<file path="src/rtl/mcb_pkg.sv">
// Shared constants and types for blocks that drive a Spartan-6 MCB user port.
package mcb_pkg;

    // MCB command instructions
    localparam logic [2:0] MCB_INSTR_WR = 3'b000;
    localparam logic [2:0] MCB_INSTR_RD = 3'b001;

    // User-port data width and maximum burst length in words
    localparam int MCB_DW     = 64;
    localparam int MCB_MAX_BL = 64;

    // Derived widths: byte-mask bits and burst-length field
    localparam int MCB_MW  = MCB_DW / 8;
    localparam int MCB_BLW = $clog2(MCB_MAX_BL);

    // Port arbiter sequencing states
    typedef enum logic [2:0] {
        ST_IDLE    = 3'd0,
        ST_WR_DATA = 3'd1,
        ST_WR_CMD  = 3'd2,
        ST_RD_CMD  = 3'd3,
        ST_RD_DATA = 3'd4
    } arb_state_t;

endpackage

</file>
<file path="src/rtl/rr_arbiter.sv">
// Round-robin arbiter: one-hot grant to the first active request at or after
// the search pointer. The pointer advances past the winner only when the
// consumer accepts the grant, so an unaccepted grant costs no fairness.
module rr_arbiter #(
    parameter int NREQ = 2,
    localparam int IW  = (NREQ > 1) ? $clog2(NREQ) : 1
) (
    input  logic            clk,
    input  logic            reset_n,
    input  logic [NREQ-1:0] req,
    input  logic            accept,
    output logic [NREQ-1:0] grant,
    output logic [IW-1:0]   grant_idx,
    output logic            grant_valid
);

    logic [IW-1:0] ptr_q;
    logic [IW-1:0] idx;

    // Walk the requests from the far end back to the pointer so that the
    // last hit (the one nearest the pointer) is the one that sticks.
    always_comb begin
        grant     = '0;
        grant_idx = '0;
        idx       = '0;
        for (int i = NREQ - 1; i >= 0; i--) begin
            idx = IW'((int'(ptr_q) + i) % NREQ);
            if (req[idx]) begin
                grant      = '0;
                grant[idx] = 1'b1;
                grant_idx  = idx;
            end
        end
    end

    assign grant_valid = |req;

    // Pointer moves to the requester after the accepted winner.
    always_ff @(posedge clk or negedge reset_n) begin
        if (!reset_n) begin
            ptr_q <= '0;
        end else if (accept && grant_valid) begin
            ptr_q <= (grant_idx == IW'(NREQ - 1)) ? '0 : grant_idx + 1'b1;
        end
    end

endmodule

</file>
<file path="src/rtl/mcb_port_arbiter.sv">
// Shares MCB user port 0 between NREQ burst requesters in the c3_clk0 domain.
// Writes: stream words into the MCB write FIFO, then issue the command.
// Reads: issue the command, then route returned words to the owner.
//
// Handshakes: req_valid is held until the one-cycle req_ack; a write word
// moves on a cycle where wdata_valid and wdata_ready are both high; read
// data cannot be stalled, so every rdata_valid word must be taken.
module mcb_port_arbiter
    import mcb_pkg::*;
#(
    parameter int NREQ = 2,
    parameter int AW   = 30,
    localparam int IW  = (NREQ > 1) ? $clog2(NREQ) : 1
) (
    input  logic                    clk,
    input  logic                    reset_n,
    input  logic                    calib_done,
    input  logic [NREQ-1:0]         req_valid,
    input  logic [NREQ-1:0]         req_write,
    input  logic [NREQ*AW-1:0]      req_addr,
    input  logic [NREQ*MCB_BLW-1:0] req_len,
    output logic [NREQ-1:0]         req_ack,
    input  logic [NREQ*MCB_DW-1:0]  wdata,
    input  logic [NREQ-1:0]         wdata_valid,
    output logic [NREQ-1:0]         wdata_ready,
    output logic [MCB_DW-1:0]       rdata,
    output logic [NREQ-1:0]         rdata_valid,
    output logic [NREQ-1:0]         done,
    output logic                    mcb_cmd_en,
    output logic [2:0]              mcb_cmd_instr,
    output logic [MCB_BLW-1:0]      mcb_cmd_bl,
    output logic [AW-1:0]           mcb_cmd_byte_addr,
    input  logic                    mcb_cmd_full,
    output logic                    mcb_wr_en,
    output logic [MCB_DW-1:0]       mcb_wr_data,
    output logic [MCB_MW-1:0]       mcb_wr_mask,
    input  logic                    mcb_wr_full,
    output logic                    mcb_rd_en,
    input  logic [MCB_DW-1:0]       mcb_rd_data,
    input  logic                    mcb_rd_empty,
    output logic [2:0]              dbg_state
);

    arb_state_t         state;

    // Latched burst description for the current owner
    logic [NREQ-1:0]    gsel_q;
    logic [IW-1:0]      gidx_q;
    logic [AW-1:0]      addr_q;
    logic [MCB_BLW-1:0] len_q;
    logic [MCB_BLW-1:0] cnt_q;

    // Registered outputs
    logic [NREQ-1:0]    ack_q;
    logic [NREQ-1:0]    rvalid_q;
    logic [NREQ-1:0]    rdone_q;
    logic [MCB_DW-1:0]  rdata_q;
    logic               wr_en_q;
    logic [MCB_DW-1:0]  wr_data_q;

    // Arbiter interface
    logic [NREQ-1:0]    grant_c;
    logic [IW-1:0]      gidx_c;
    logic               gvalid_c;
    logic               accept_c;

    // Per-cycle decisions
    logic               wr_xfer_c;
    logic               cmd_issue_c;
    logic               rd_pop_c;
    logic [AW-1:0]      addr_sel_c;
    logic [MCB_BLW-1:0] len_sel_c;
    logic [MCB_DW-1:0]  wdata_sel_c;

    rr_arbiter #(
        .NREQ(NREQ)
    ) u_rr (
        .clk        (clk),
        .reset_n    (reset_n),
        .req        (req_valid),
        .accept     (accept_c),
        .grant      (grant_c),
        .grant_idx  (gidx_c),
        .grant_valid(gvalid_c)
    );

    // Select the candidate's request fields and the owner's write word.
    always_comb begin
        addr_sel_c  = req_addr[int'(gidx_c) * AW +: AW];
        len_sel_c   = req_len[int'(gidx_c) * MCB_BLW +: MCB_BLW];
        wdata_sel_c = wdata[int'(gidx_q) * MCB_DW +: MCB_DW];
    end

    // A new burst is only granted from IDLE and only once the MCB is calibrated.
    assign accept_c = (state == ST_IDLE) && calib_done && gvalid_c;

    // Write words flow while the MCB write FIFO has room.
    assign wr_xfer_c = (state == ST_WR_DATA) && wdata_valid[gidx_q] && !mcb_wr_full;

    // The write command waits out the registered last data push so the MCB
    // always holds a burst's data before it sees the command.
    assign cmd_issue_c = (((state == ST_WR_CMD) && !wr_en_q) || (state == ST_RD_CMD))
                         && !mcb_cmd_full;

    assign rd_pop_c = (state == ST_RD_DATA) && !mcb_rd_empty;

    // Burst sequencer
    always_ff @(posedge clk or negedge reset_n) begin
        if (!reset_n) begin
            state     <= ST_IDLE;
            gsel_q    <= '0;
            gidx_q    <= '0;
            addr_q    <= '0;
            len_q     <= '0;
            cnt_q     <= '0;
            ack_q     <= '0;
            rvalid_q  <= '0;
            rdone_q   <= '0;
            rdata_q   <= '0;
            wr_en_q   <= 1'b0;
            wr_data_q <= '0;
        end else begin
            ack_q    <= '0;
            rvalid_q <= '0;
            rdone_q  <= '0;
            wr_en_q  <= 1'b0;
            case (state)
                ST_IDLE: begin
                    if (accept_c) begin
                        gsel_q <= grant_c;
                        gidx_q <= gidx_c;
                        addr_q <= addr_sel_c & ~AW'(7);
                        len_q  <= len_sel_c;
                        cnt_q  <= len_sel_c;
                        ack_q  <= grant_c;
                        state  <= req_write[gidx_c] ? ST_WR_DATA : ST_RD_CMD;
                    end
                end
                ST_WR_DATA: begin
                    if (wr_xfer_c) begin
                        wr_en_q   <= 1'b1;
                        wr_data_q <= wdata_sel_c;
                        cnt_q     <= cnt_q - 1'b1;
                        if (cnt_q == '0) begin
                            state <= ST_WR_CMD;
                        end
                    end
                end
                ST_WR_CMD: begin
                    if (cmd_issue_c) begin
                        state <= ST_IDLE;
                    end
                end
                ST_RD_CMD: begin
                    if (cmd_issue_c) begin
                        cnt_q <= len_q;
                        state <= ST_RD_DATA;
                    end
                end
                ST_RD_DATA: begin
                    if (rd_pop_c) begin
                        rdata_q  <= mcb_rd_data;
                        rvalid_q <= gsel_q;
                        cnt_q    <= cnt_q - 1'b1;
                        if (cnt_q == '0) begin
                            rdone_q <= gsel_q;
                            state   <= ST_IDLE;
                        end
                    end
                end
                default: begin
                    state <= ST_IDLE;
                end
            endcase
        end
    end

    // Requester-side outputs; write completion coincides with the command.
    assign req_ack     = ack_q;
    assign wdata_ready = ((state == ST_WR_DATA) && !mcb_wr_full) ? gsel_q : '0;
    assign rdata       = rdata_q;
    assign rdata_valid = rvalid_q;
    assign done        = rdone_q | (((state == ST_WR_CMD) && cmd_issue_c) ? gsel_q : '0);

    // MCB-side outputs
    assign mcb_cmd_en        = cmd_issue_c;
    assign mcb_cmd_instr     = (state == ST_RD_CMD) ? MCB_INSTR_RD : MCB_INSTR_WR;
    assign mcb_cmd_bl        = len_q;
    assign mcb_cmd_byte_addr = addr_q;
    assign mcb_wr_en         = wr_en_q;
    assign mcb_wr_data       = wr_data_q;
    assign mcb_wr_mask       = '0;
    assign mcb_rd_en         = rd_pop_c;

    assign dbg_state = state;

endmodule

</file>
<file path="config.mk">
export PLATFORM = sky130hd
export DESIGN_NAME = mcb_port_arbiter
export DESIGN_NICKNAME = d
export VERILOG_FILES = /design/src/rtl/mcb_pkg.sv /design/src/rtl/rr_arbiter.sv /design/src/rtl/mcb_port_arbiter.sv
export SDC_FILE = /design/constraint.sdc
export NUM_CORES = 1
export LEC_CHECK = 0
export BUFFER_PORTS_ARGS = -buffer_cell sky130_fd_sc_hd__buf_2
export CAP_MARGIN = 10
export CORE_AREA = 2 2 182 184
export CTS_CLUSTER_SIZE = 16
export DETAILED_ROUTE_END_ITERATION = 10
export DIE_AREA = 0 0 184 186
export GPL_TIMING_DRIVEN = 0
export PLACE_DENSITY = 0.59
export SYNTH_ARGS = -nofsm -noshare
export SYNTH_HDL_FRONTEND = slang
export SYNTH_SLANG_ARGS = --single-unit
</file>
<file path="constraint.sdc">
create_clock -name clk -period 2.9 [get_ports clk]
set_input_delay 0 -clock clk [delete_from_list [all_inputs] [get_ports clk]]
set_output_delay 0 -clock clk [all_outputs]
set_load 0.05 [all_outputs]
</file>
; ---- Word level (Yosys, flattened, before mapping)
; Index checks and enable logic that the tools add are counted.
[totals]
output_inout_bits = 189
inputBits = 276
regBits = 181
[op_classes]
n_mux = 43
bitwise_logic = 1
add_sub_neg = 3
n_mul = 2
order_cmp = 6
n_eq_ne = 11
n_reduce_logical = 26
shift = 3
[op_table]
columns = cell, n
row1 = 128-bit by 8-bit variable part select with 64-bit output, 1
row2 = 60-bit by 7-bit variable part select with 30-bit output, 1
row3 = 2-bit two-way mux, 12
row4 = 6-bit two-way mux, 4
row5 = 6-bit one-hot mux with 4 select lines, 1
row6 = 3-bit two-way mux, 7
row7 = 1-bit two-way mux, 16
row8 = 3-bit one-hot mux with 5 select lines, 1
row9 = 1-bit logical AND, 12
row10 = 12-bit by 5-bit variable part select with 6-bit output, 1
row11 = "1-bit by 2-bit < comparator with 1-bit output, second input constant", 4
row12 = "2-bit inequality test, second input constant", 4
row13 = 7-bit AND reduction, 1
row14 = "3-bit by 2-bit equality test with 1-bit output, second input constant", 2
row15 = 6-bit logical NOT, 1
row16 = "2-bit by 1-bit inequality test with 1-bit output, second input constant", 3
row17 = 2-bit AND reduction, 3
row18 = "6-bit by 1-bit subtractor with 6-bit output, second input constant", 1
row19 = "1-bit by 4-bit multiplier with 5-bit output, second input constant", 1
row20 = 5-bit AND reduction, 1
row21 = 1-bit logical NOT, 4
row22 = 4-bit nonzero test, 1
row23 = "3-bit by 1-bit equality test with 1-bit output, second input constant", 1
row24 = "3-bit equality test, second input constant", 1
row25 = other kinds (8), 11

; ---- Longest topological paths before layout
[depth]
ltp_word = 10
ltp_mapped = 8
ltp_nobuf = 7

; ---- Cells and area by module
; From an unflattened synthesis, not the netlist that was laid out.
[hier_totals]
cells_unflattened = 698
hier_area_um2 = 8122.8
[by_module_without_submodules]
columns = module, n_inst, area_each_um2, cells_each, seq_area_each_um2
row1 = mcb_port_arbiter, 1, 8054.0, 690, 4504.3
row2 = rr_arbiter, 1, 68.8, 8, 25.0

; ---- Least setup slack after synthesis
; No wires, ideal clock.
[synth_timing]
path_type = register -> register
startpoint = register state[1], in the netlist dbg_state[1]
endpoint = register state[2], in the netlist dbg_state[2]
setup_slack_ps = -31
arrival_time_ps = 2804
path_stages_with_launch = 6
path_buffers = 1
period_less_slack_ps = 2931
path_cell_list = dfrtp_1 > buf_2 > nand2b_1 > nor3_1 > o221ai_2 > mux2_1
[synth_between]
elab_chain_cells = 6
[synth_lines]
columns = item, line_no
row1 = "start, declared", mcb_port_arbiter.sv:44  ; arb_state_t state;
row2 = "start signal, assigned", mcb_port_arbiter.sv:136  ; state <= req_write[gidx_c] ? ST_WR_DATA : ST_RD_CMD;
row3 = 3-bit by 2-bit equality test with 1-bit output, mcb_port_arbiter.sv:102  ; assign cmd_issue_c = (((state == ST_WR_CMD) && !wr_en_q) || (state == ST_RD_CMD))
row4 = 1-bit logical AND, mcb_port_arbiter.sv:102
row5 = 1-bit logical OR (*), mcb_port_arbiter.sv:102
row6 = 1-bit logical AND (*), mcb_port_arbiter.sv:103  ; && !mcb_cmd_full;
row7 = named net mcb_cmd_en, mcb_port_arbiter.sv:29  ; output logic mcb_cmd_en,
row8 = 2-bit inequality test (no source line), --
row9 = 7-bit AND reduction (no source line) (*), --
; The timed path passes the listed nets; every way through them passes the cells marked *.
; A chain may end at the register's enable or synchronous reset.

; ---- Final worst setup path
[layout_timing]
startpoint = register u_rr.ptr_q
endpoint = register len_q[0], in the netlist mcb_cmd_bl[0]
[layout_between]
elab_chain_cells = 7
[layout_lines]
columns = item, line_no
row1 = "start, declared", rr_arbiter.sv:17  ; logic [IW-1:0] ptr_q;
row2 = "start signal, assigned", rr_arbiter.sv:43  ; ptr_q <= (grant_idx == IW'(NREQ - 1)) ? '0 : grant_idx + 1'b1;
row3 = 1-bit adder, rr_arbiter.sv:27  ; idx = IW'((int'(ptr_q) + i) % NREQ);
row4 = 1-bit two-way mux (not written as such) (2 in series), rr_arbiter.sv:28  ; if (req[idx]) begin
row5 = 1-bit two-way mux, rr_arbiter.sv:28
row6 = 1-bit two-way mux (*), rr_arbiter.sv:28
row7 = 1-bit by 2-bit multiplier with 3-bit output (*), mcb_port_arbiter.sv:90  ; len_sel_c = req_len[int'(gidx_c) * MCB_BLW +: MCB_BLW];
row8 = 12-bit by 5-bit variable part select with 6-bit output (*), mcb_port_arbiter.sv:90
row9 = "end signal, assigned", mcb_port_arbiter.sv:133  ; len_q <= len_sel_c;
row10 = "end, declared", mcb_port_arbiter.sv:50  ; logic [MCB_BLW-1:0] len_q;
; Every way passes the cells marked *; elsewhere a longest branch is shown, timed or not. The select of a mux whose other input is x is not followed.

==> reports/metrics.cfg <==
[outcome]
run_status = finished clean

[layout]
area_growth_syn_to_layout_pct = 77.0
post_route_cells_drive_above_1_share = 0.428
postLayoutCoreUtil = 0.431
multi_input_combinational_cell_area_um2 = 2940
stdcell_area_um2 = 13900
layout.nets = 1672
fillers = 3015
final_cell_count_no_fill = 1816
layout.area.seq_um2 = 4500
diodes = 0

[global_route]
maximum_number_of_pins_on_one_net_before_global_route_repair = 96
first_global_vias = 8387
total_track_usage = 0.170
grt-ovfl-total = 0
antenna_found_initial = 1
grt_first_pass_wirelength_um = 44500

[yosys]
post_synth_and_or_nand_nor_area_fraction = 0.0675
yosys-mux-area-fraction = 0.188
synthesis.instances = 656
post-synth-top-count-cell = dfrtp_1
synth_compound_area_frac = 0.109
top_area_cells_in_the_synthesized_netlist = dfrtp_1 57%, mux2_2 9.6%, mux2i_1 9.1%
ys_async_sr_fraction = 1.00
ys_seq_elements = 180
netlist-cell-type-count = 45
synthDominantAreaCellType = dfrtp_1
synth-adder-area-share = 0.00159
synth_enable_flop_cells = 0
synth_top_family_by_area = multiplexers
area_fraction_of_the_dominant_cell_type_after_synthesis = 0.574
syn_area_um2 = 7850
ys.flop_type = dfrtp_1
post_synth_xor_area_fraction = 0.00112
synth_sequential_area_ratio = 0.574
synth_common_cells = 180 x dfrtp_1, 71 x mux2i_1, 71 x nor2_1
yosysWarnings = 0
synth_area_per_cell_um2 = 12.0

[drt]
drcViolationCount = 0
vias = 8069
dr.pass1.iters = 9
detail-route-antenna-nets = 0
first_iter_violations = 382
vias_per_cell = 4.44
route.detailed.wl_per_inst_um = 16.6
routed_wl_um = 30200

[sta]
min_period_ns = 2.69
grt_setup_unrepaired = no
timing_worst_slew_pin_value_ns = 0.862
fmax_ghz = 0.371
timing.setup.tns_ns = 0
layout_worst_path_cycle_share = 0.929
max-slew-margin-rel = 0.425
drv_slew = 0
finalClockSkew_ns = 0.00989
hold_viol = 0
hold-worst-slack_ns = 0.0405
setup_viol_count_final = 0
layout_setup_ws_ns = 0.206

[placed_design]
numPlacedInstances = 1522
dp_slack_ns = 0.377
gp_congestion = 0.764
dpl-instance-area_um2 = 10700
dpl.hpwl_um = 20800
buffer_ports.inserted = 445

[die]
die_y_um = 186
die-area_um2 = 34200
dieWidth_um = 184
row_count = 66
coreArea_um2 = 32200
initial_utilization = 0.244
pin_count = 465

[setup_path]
crit_type = flip-flop to flip-flop
crit_fanout = 9
worstPathRequired_ns = 3.23
type_of_destination_of_the_critical_path = flip-flop
worstSetupStartpointType = flip-flop
cp_data_arrival_time_ns = 3.02

[power]
cellPowerDensity_nw_per_um2 = 1150
irDropWorstVdd_v = 0.000959
static-leakage-power_nw = 7.14
p_total_mw = 16.0

[clock_network]
max-clock-path-buffers = 2
h-tree-depth = 4
cts_setup_buffers = 0
tritoncts_clock_tree = yes
cts_inserted_buffers = 17
clock_tree.root_cell = clkbuf_16
clk-insertion-delay-late_ns = 0.44
cts_num_sinks = 180
clk_pin_slew_ns = 0.08

[flow_run]
reported_max_cap_violation_count = 0

[worst_hold_path]
timing.hold.worst.class = input pin to flip-flop

power breakdown:
group	internal (mW)	switching, mW
registers	3.69	0.669
logic	2.94	6.35
clock network	1.23	1.13
cells by family after synthesis:
| kind of cell | Yosys count |
|---|---|
| DFF | 180 |
| muxes | 139 |
| AOI/OAI and AO/OA | 128 |
| and+or+nand+nor | 115 |
| buffers and inverters | 91 |
| adders and majority gates | 1 |
| other | 1 |
| xor gates and xnor gates | 1 |
final timing paths:
kind | start | to | slack, ns | depth (start not counted)
min in group asynchronous | reset_n | mcb_wr_data[52] | 0.13 | 2
max in group asynchronous | reset_n | rdata[28] | 1.84 | 3
hold reg to reg | rdata[41] | rdata[41] | 0.50 | 1
setup reg to reg | u_rr.ptr_q | mcb_cmd_bl[0] | 0.21 | 6
setup / recovery | u_rr.ptr_q | mcb_cmd_bl[0] | 0.21 | 6
hold / removal | req_len[8] | mcb_cmd_bl[2] | 0.04 | 4
cell usage in the layout (no fill, tap or decap), types with 4 or more instances in the layout:
master         instances
clkinvlp_4             4
a222oi_1              27
nand2_1               14
buf_2                474
nand2b_1               6
mux2_2                67
buf_4                 16
nor2_1                70
o21ai_1                4
dfrtp_1              180
dlygate4sd3_1        262
mux2i_1               71
clkbuf_1              10
a21oi_1               68
inv_8                  6
inv_1                 33
clkbuf_16             17
conb_1                13
o21ai_0                9
per-layer routing:
layer | GRT usage | part of all wire | wire length (µm)
met1 | 0.185 | 0.39 | 11700
met3 | 0.0558 | 0.078 | 2340
met4 | 0.0605 | 0.022 | 656
met2 | 0.309 | 0.51 | 15500
met5 | 0 | 0 | 0
repair_timing:
item	in CTS	in global routing
hold endpoints to repair	249	0
resized for setup	0	2
hold buffers	262	0
setup endpoints to repair	0	2
sequential cells by signal, indices dropped and copies added (netlist names), 3 cells and up:
signal / cells
dbg_state: 3
rdata: 64
cnt_q: 6
mcb_cmd_byte_addr: 27
mcb_cmd_bl: 6
mcb_wr_data: 64
worst max-delay path, cell delays in order, from the launching register on:
cell and delay (ns):
dfrtp_1 0.40, nand2b_1 0.19, nand2_2 0.22, mux2_2 0.39
dlygate4sd3_1 0.57, mux2_2 0.26, dlygate4sd3_1 0.55
area by class of cell:
cell class,count,area share
buffer,58,0.0238
clock buffer,17,0.0306
clock inverter,15,0.0117
inverter,33,0.00892
multi-input combinational,397,0.212
sequential,180,0.324
tap,408,0.0368
timing repair buffer,708,0.352
Power figures use the tool's default switching activity.
